==> config.mk <==
export PLATFORM = sky130hd
export DESIGN_NAME = mtimer_flat
export DESIGN_NICKNAME = d
export VERILOG_FILES = /design/src/rtl/mtimer_if.sv /design/src/rtl/mtimer.sv /design/src/flat_wrapper.sv
export SDC_FILE = /design/constraint.sdc
export NUM_CORES = 1
export LEC_CHECK = 0
export CORE_UTILIZATION = 50
export DETAILED_ROUTE_END_ITERATION = 8
export PLACE_DENSITY = 0.71
export SLEW_MARGIN = 20
export SYNTH_ARGS = -nofsm -noshare
export SYNTH_HDL_FRONTEND = slang
export SYNTH_SLANG_ARGS = --single-unit
==> constraint.sdc <==
create_clock -name clk -period 6.8 [get_ports clk]
set_input_delay 1.36 -clock clk [delete_from_list [all_inputs] [get_ports clk]]
set_output_delay 1.36 -clock clk [all_outputs]
set_load 0.02 [all_outputs]
==> src/rtl/mtimer_if.sv <==
// Data-side load/store bus seen by memory-mapped peripherals.
// The processor drives the request; the peripheral returns combinational hit/read data.
interface mtimer_if;
  logic        rd_en;
  logic        wr_en;
  logic [31:0] addr;
  logic [31:0] wdata;
  logic [31:0] rdata;
  logic        hit;

  modport master (
    output rd_en,
    output wr_en,
    output addr,
    output wdata,
    input  rdata,
    input  hit
  );

  modport slave (
    input  rd_en,
    input  wr_en,
    input  addr,
    input  wdata,
    output rdata,
    output hit
  );
endinterface

==> src/rtl/mtimer.sv <==
// RISC-V machine timer: 64-bit mtime/mtimecmp with prescaler, memory-mapped on the
// data bus, producing a registered level interrupt while enabled and mtime >= mtimecmp.
module mtimer #(
  parameter logic [31:0] BASE_ADDR = 32'h0000_0400,
  parameter int unsigned PRESC_W   = 16
) (
  input  logic      clk,
  input  logic      rst,
  mtimer_if.slave   bus,
  output logic      timer_interrupt
);

  localparam logic [2:0] SEL_MTIME_LO = 3'd0;
  localparam logic [2:0] SEL_MTIME_HI = 3'd1;
  localparam logic [2:0] SEL_CMP_LO   = 3'd2;
  localparam logic [2:0] SEL_CMP_HI   = 3'd3;
  localparam logic [2:0] SEL_CTRL     = 3'd4;
  localparam logic [2:0] SEL_PRESC    = 3'd5;

  localparam logic [PRESC_W-1:0] PRESC_ZERO = {PRESC_W{1'b0}};
  localparam logic [PRESC_W-1:0] PRESC_ONE  = {{(PRESC_W-1){1'b0}}, 1'b1};

  logic [63:0]        mtime_r;
  logic [63:0]        mtimecmp_r;
  logic               en_r;
  logic               irq_en_r;
  logic [PRESC_W-1:0] presc_r;
  logic [PRESC_W-1:0] presc_cnt_r;
  logic               irq_r;

  logic               hit_s;
  logic [2:0]         sel_s;
  logic               wr_hit_s;
  logic               tick_s;
  logic               presc_clr_s;
  logic [63:0]        mtime_nxt_s;
  logic [PRESC_W-1:0] presc_cnt_nxt_s;
  logic               irq_cond_s;
  logic [31:0]        rdata_s;

  // Address decode: 32-byte window, word-aligned accesses only.
  always_comb begin
    hit_s    = (bus.addr[31:5] == BASE_ADDR[31:5]) && (bus.addr[1:0] == 2'b00);
    sel_s    = bus.addr[4:2];
    wr_hit_s = hit_s && bus.wr_en;
  end

  // Tick and prescaler-restart strobes, all from pre-edge register values.
  always_comb begin
    tick_s      = en_r && (presc_cnt_r == presc_r);
    presc_clr_s = wr_hit_s && ((sel_s == SEL_CTRL) || (sel_s == SEL_PRESC));
    irq_cond_s  = irq_en_r && (mtime_r >= mtimecmp_r);
  end

  // Next mtime: a software write to either half wins over a tick, with no carry.
  always_comb begin
    mtime_nxt_s = mtime_r;
    if (wr_hit_s && (sel_s == SEL_MTIME_LO)) begin
      mtime_nxt_s = {mtime_r[63:32], bus.wdata};
    end else if (wr_hit_s && (sel_s == SEL_MTIME_HI)) begin
      mtime_nxt_s = {bus.wdata, mtime_r[31:0]};
    end else if (tick_s) begin
      mtime_nxt_s = mtime_r + 64'd1;
    end else begin
      mtime_nxt_s = mtime_r;
    end
  end

  // Next prescaler count: held at zero while disabled, wraps on tick.
  always_comb begin
    presc_cnt_nxt_s = presc_cnt_r;
    if (presc_clr_s || !en_r || tick_s) begin
      presc_cnt_nxt_s = PRESC_ZERO;
    end else begin
      presc_cnt_nxt_s = presc_cnt_r + PRESC_ONE;
    end
  end

  // mtime register.
  always_ff @(posedge clk or posedge rst) begin
    if (rst) begin
      mtime_r <= 64'h0;
    end else begin
      mtime_r <= mtime_nxt_s;
    end
  end

  // Prescaler counter.
  always_ff @(posedge clk or posedge rst) begin
    if (rst) begin
      presc_cnt_r <= PRESC_ZERO;
    end else begin
      presc_cnt_r <= presc_cnt_nxt_s;
    end
  end

  // Software-written configuration: compare value, control and prescaler divider.
  always_ff @(posedge clk or posedge rst) begin
    if (rst) begin
      mtimecmp_r <= 64'hFFFF_FFFF_FFFF_FFFF;
      en_r       <= 1'b0;
      irq_en_r   <= 1'b0;
      presc_r    <= PRESC_ZERO;
    end else if (wr_hit_s) begin
      case (sel_s)
        SEL_CMP_LO: mtimecmp_r[31:0]  <= bus.wdata;
        SEL_CMP_HI: mtimecmp_r[63:32] <= bus.wdata;
        SEL_CTRL: begin
          en_r     <= bus.wdata[0];
          irq_en_r <= bus.wdata[1];
        end
        SEL_PRESC:  presc_r <= bus.wdata[PRESC_W-1:0];
        default: begin
          mtimecmp_r <= mtimecmp_r;
        end
      endcase
    end
  end

  // Interrupt level, one cycle behind the compare.
  always_ff @(posedge clk or posedge rst) begin
    if (rst) begin
      irq_r <= 1'b0;
    end else begin
      irq_r <= irq_cond_s;
    end
  end

  // Read mux; reserved and unselected locations read as zero.
  always_comb begin
    rdata_s = 32'h0;
    if (hit_s && bus.rd_en) begin
      case (sel_s)
        SEL_MTIME_LO: rdata_s = mtime_r[31:0];
        SEL_MTIME_HI: rdata_s = mtime_r[63:32];
        SEL_CMP_LO:   rdata_s = mtimecmp_r[31:0];
        SEL_CMP_HI:   rdata_s = mtimecmp_r[63:32];
        SEL_CTRL:     rdata_s = {30'h0, irq_en_r, en_r};
        SEL_PRESC:    rdata_s = 32'(presc_r);
        default:      rdata_s = 32'h0;
      endcase
    end else begin
      rdata_s = 32'h0;
    end
  end

  assign bus.hit         = hit_s;
  assign bus.rdata       = rdata_s;
  assign timer_interrupt = irq_r;

endmodule

==> src/flat_wrapper.sv <==
// flat-port wrapper written by rule: the top's interface ports become plain ports
module mtimer_flat 
#(
  parameter logic [31:0] BASE_ADDR = 32'h0000_0400,
  parameter int unsigned PRESC_W   = 16
)
  (clk, rst, timer_interrupt, bus_rd_en, bus_wr_en, bus_addr, bus_wdata, bus_rdata, bus_hit);
  mtimer_if bus_i ();
  input  logic clk;
  input  logic rst;
  output logic timer_interrupt;
  input wire logic [$bits(bus_i.rd_en)-1:0] bus_rd_en;
  input wire logic [$bits(bus_i.wr_en)-1:0] bus_wr_en;
  input wire logic [$bits(bus_i.addr)-1:0] bus_addr;
  input wire logic [$bits(bus_i.wdata)-1:0] bus_wdata;
  output wire logic [$bits(bus_i.rdata)-1:0] bus_rdata;
  output wire logic [$bits(bus_i.hit)-1:0] bus_hit;
  assign bus_i.rd_en = bus_rd_en;
  assign bus_i.wr_en = bus_wr_en;
  assign bus_i.addr = bus_addr;
  assign bus_i.wdata = bus_wdata;
  assign bus_rdata = bus_i.rdata;
  assign bus_hit = bus_i.hit;
  mtimer #(.BASE_ADDR(BASE_ADDR), .PRESC_W(PRESC_W)) u_core (.clk(clk), .rst(rst), .bus(bus_i), .timer_interrupt(timer_interrupt));
endmodule
==> summary.txt <==
Status
  – Status: complete, no violations

Final layout
  – Final std cells w/o fill: approximately 1600
  – Finished Cell Area: ~13000 sq um
  – Final net count: 1462
  – Register area: just over 4000 sq um
  – Share of cells above drive strength 1: 0.1149
  – Fillers: between 1500 and 2000
  – Diodes inserted: 0
  – Multi-input gate area: 6063 sq um
  – Synth-to-Final Area Change: 16.98%

Drt
  – Routed wire length: 33100 microns
  – Number of remaining DRC errors: 0
  – Antenna viol nets, final: 0
  – Vias after detailed routing: between 9000 and 10000
  – Routed len/inst: 20.49 microns
  – Initial drt markers: about 1000
  – Drt pass-1 iters: 5
  – Vias/cell: between 6 and 7

Placed design
  – DP Wirelength: between 20000 and 25000 microns
  – Final GP Congestion: 0.8987
  – Pre-CTS setup slack: 0.8718 ns
  – Dpl cell area: 11990 sq um
  – Placed cell count: 1584
  – Port buffer count: 101

Pwr
  – VDD IR-drop max: 0.0001429 V
  – P_leak: around 5.5 nW
  – Pwr dens: 171.1 nW/um^2

Setup path
  – Setup crit end kind: output port
  – Critical path's largest stage delay: between 0.6 and 0.7 ns
  – Critical path data required time: 5.44 ns
  – Crit-path max FO: 22
  – CP max-delay cell: clkdlybuf4s50_1
  – CP most frequent cell: clkdlybuf4s50_1
  – WP data arrival: around 4.5 ns
  – CP Cell Sequence: clkdlybuf4s50_1, or4b_4, nor4b_4, and2_1, nand2_1, a21o_1, buf_4, nor2_1, clkdlybuf4s50_1
  – Startpoint Class: input pin
  – Critical path type: input pin to output port

Floorplan
  – Core area: roughly 21000 sq um
  – Die Wd: around 150 microns
  – Site Rows: 53
  – Starting Density: 0.5119
  – Area of the die: around 22000 sq um
  – IO Count: about 100
  – Die Y: about 150 microns

STA
  – Slew @ Worst Pin: around 1.1 ns
  – Final Critical Period: between 5 and 6 ns
  – Max Freq: 169.6 MHz
  – Hold Fails Final Rpt: 0
  – Final worst slack: 0.9024 ns
  – Setup violators final: 0
  – RSZ-0062 raised after global routing: false
  – Final Skew: just over 0.009 ns
  – Max_slew headroom: 0.2878
  – Slew Viols, Final: 0
  – Fin crit share: 0.8673
  – Setup TNS: 0 ns

GRT
  – Antenna violations before repair: 0
  – Global-route wire length before repair: between 50000 and 60000 microns
  – Total global-route track usage: 0.3108
  – Pin count of the biggest net entering global routing: 74
  – Vias in the first global route: about 9500
  – Total congestion overflow: 0

Synth
  – Syn Nets: between 1000 and 1500
  – Share of synthesized registers carrying an async set or reset: 1.000
  – Synthesis-stage register bit count: approximately 160
  – Synth Area in Compound Gates: 0.1821
  – Post-Syn Area: approximately 11000 sq um
  – Seq/Total Area, Yosys: 0.3853
  – Most frequent cell after synthesis: nand2_1
  – Synth top area share: 0.2295
  – Ys flop type: dfrtp_1
  – Synth area leaders: dfrtp_1 (23%), dfstp_2 (16%), ha_1 (7.7%)
  – Largest family of logic cells by synthesized area: simple AND/OR/NAND/NOR gates
  – Synth Area in XOR/XNOR: 0.05274
  – Number of synthesized flops with an enable pin: 0
  – Simple-gate share of the synthesized area: 0.2136
  – Post-synth top area cell: dfrtp_1
  – Syn avg cell area: 8.574 sq um
  – Synth warn: 0
  – Yosys cell types: 74
  – Fraction of synthesized area in multiplexers: 0.03338
  – Adder-cell area share of the yosys netlist: 0.07650
  – Instance count of the mapped netlist: approximately 1300
  – Most frequent cells after synthesis: nand2_1 (158), o21ai_0 (117), dfrtp_1 (99), nor2_1 (99), inv_1 (78)

CTS
  – H-tree levels: 4
  – Root Buffer: clkbuf_16
  – Worst-case clock buffer depth: 2
  – CTS tree: done
  – Worst skew pair latency: about 0.43 ns
  – Clk slew on worst S/H paths: about 0.070 ns
  – Setup bufs post-CTS: 0
  – CTS resizes: 0
  – Clock Sink Count: approximately 160
  – CTS Buf Count: 17
  – CTS Hold Bufs: 0

Job
  – Max-cap violations: 0

Worst hold path
  – Hold/Removal Path Class: register to register
-- power breakdown --
part | leakage (nW) | total, mW | internal [mW] | switching (mW)
Clock | 0.307 | 1.06 | 0.659 | 0.401
Sequential | 1.96 | 0.972 | 0.972 | 0.0000000217
Combinational | 3.20 | 0.129 | 0.0542 | 0.0749
-- logic make-up (layout without fill, tap and decap cells) --
logic type,after synthesis,count (layout)
and+or+nand+nor,470,470
AOI/OAI and AO/OA,319,319
DFF,163,163
buffers and inverters,145,226
adders and majority gates,66,66
xor gates and xnor gates,65,65
muxes,31,31
-- flip-flops by register name, summed over array words and instances, names as in the netlist --
| signal | cells |
|---|---|
| u_core.en_r | 1 |
| u_core.irq_en_r | 1 |
| u_core.mtime_r | 64 |
| u_core.mtimecmp_r | 64 |
| u_core.presc_cnt_r | 16 |
| u_core.presc_r | 16 |
| u_core.timer_interrupt | 1 |
-- cell usage in the layout, fill, tap and decap left out, drive strengths merged, types with 6 or more instances in the layout --
cell	instances
nand2	159
o21ai	128
clkdlybuf4s50	101
nor2	100
dfrtp	99
inv	78
a21oi	66
ha	66
dfstp	64
xnor2	53
nand3	49
a22oi	43
nand4	41
nor3	35
clkbuf	21
mux2	20
nor4	19
buf	16
and3	16
a221oi	13
xor2	12
a31oi	11
a21o	10
and2	9
mux2i	9
and4	8
a211oi	8
or3	7
nor2b	6
nor3b	6
-- stage by stage --
step	hold slack [ns]	total power [mW]	util
floorplan	0.4836	1.038	-
global placement	0.5004	1.118	0.5686
detailed placement	0.5076	1.118	0.5686
CTS	0.5188	2.169	0.5986
global route	0.5405	2.219	0.5988
finish	0.5183	2.160	0.5988
-- critical path: cells and delay by family --
| family | cells | cell delay [ns] |
|---|---|---|
| buf+inv | 3 | 1.36 |
| simple gates | 5 | 1.33 |
| compound gates | 1 | 0.49 |
-- final timing paths --
path	cells after the start	startpoint	slack, ns	endpoint
setup / recovery	9	bus_addr[11]	0.90	bus_rdata[5]
hold / removal	2	u_core.mtimecmp_r[30]$_DFFE_PP1P_	0.52	u_core.mtimecmp_r[30]$_DFFE_PP1P_
setup reg to reg	7	u_core.mtime_r[3]$_DFFE_PP0P_	3.60	u_core.mtime_r[58]$_DFFE_PP0P_
hold reg to reg	2	u_core.mtimecmp_r[30]$_DFFE_PP1P_	0.52	u_core.mtimecmp_r[30]$_DFFE_PP1P_
max in group asynchronous	3	rst	4.21	u_core.presc_cnt_r[15]$_DFF_PP0_
min in group asynchronous	2	rst	1.43	u_core.mtime_r[27]$_DFFE_PP0P_
-- per-layer routing --
layer / global-route usage / share of wire / vias to the layer above
met5: 0 / 0 / -
met4: 0.1046 / 0.028 / 0
met3: 0.06269 / 0.087 / 57
met2: 0.4691 / 0.44 / 439
met1: 0.4429 / 0.44 / 4792
li1: - / - / 4666
-- cell type report --
cell class                 count  area share
clock buffer                  21     0.03567
clock inverter                10     0.01437
inverter                      78     0.02358
multi-input combinational    951      0.4802
sequential                   163      0.3294
tap                          275     0.02725
timing repair buffer         117     0.08958
No activity file was read; power rests on OpenSTA's default activity.
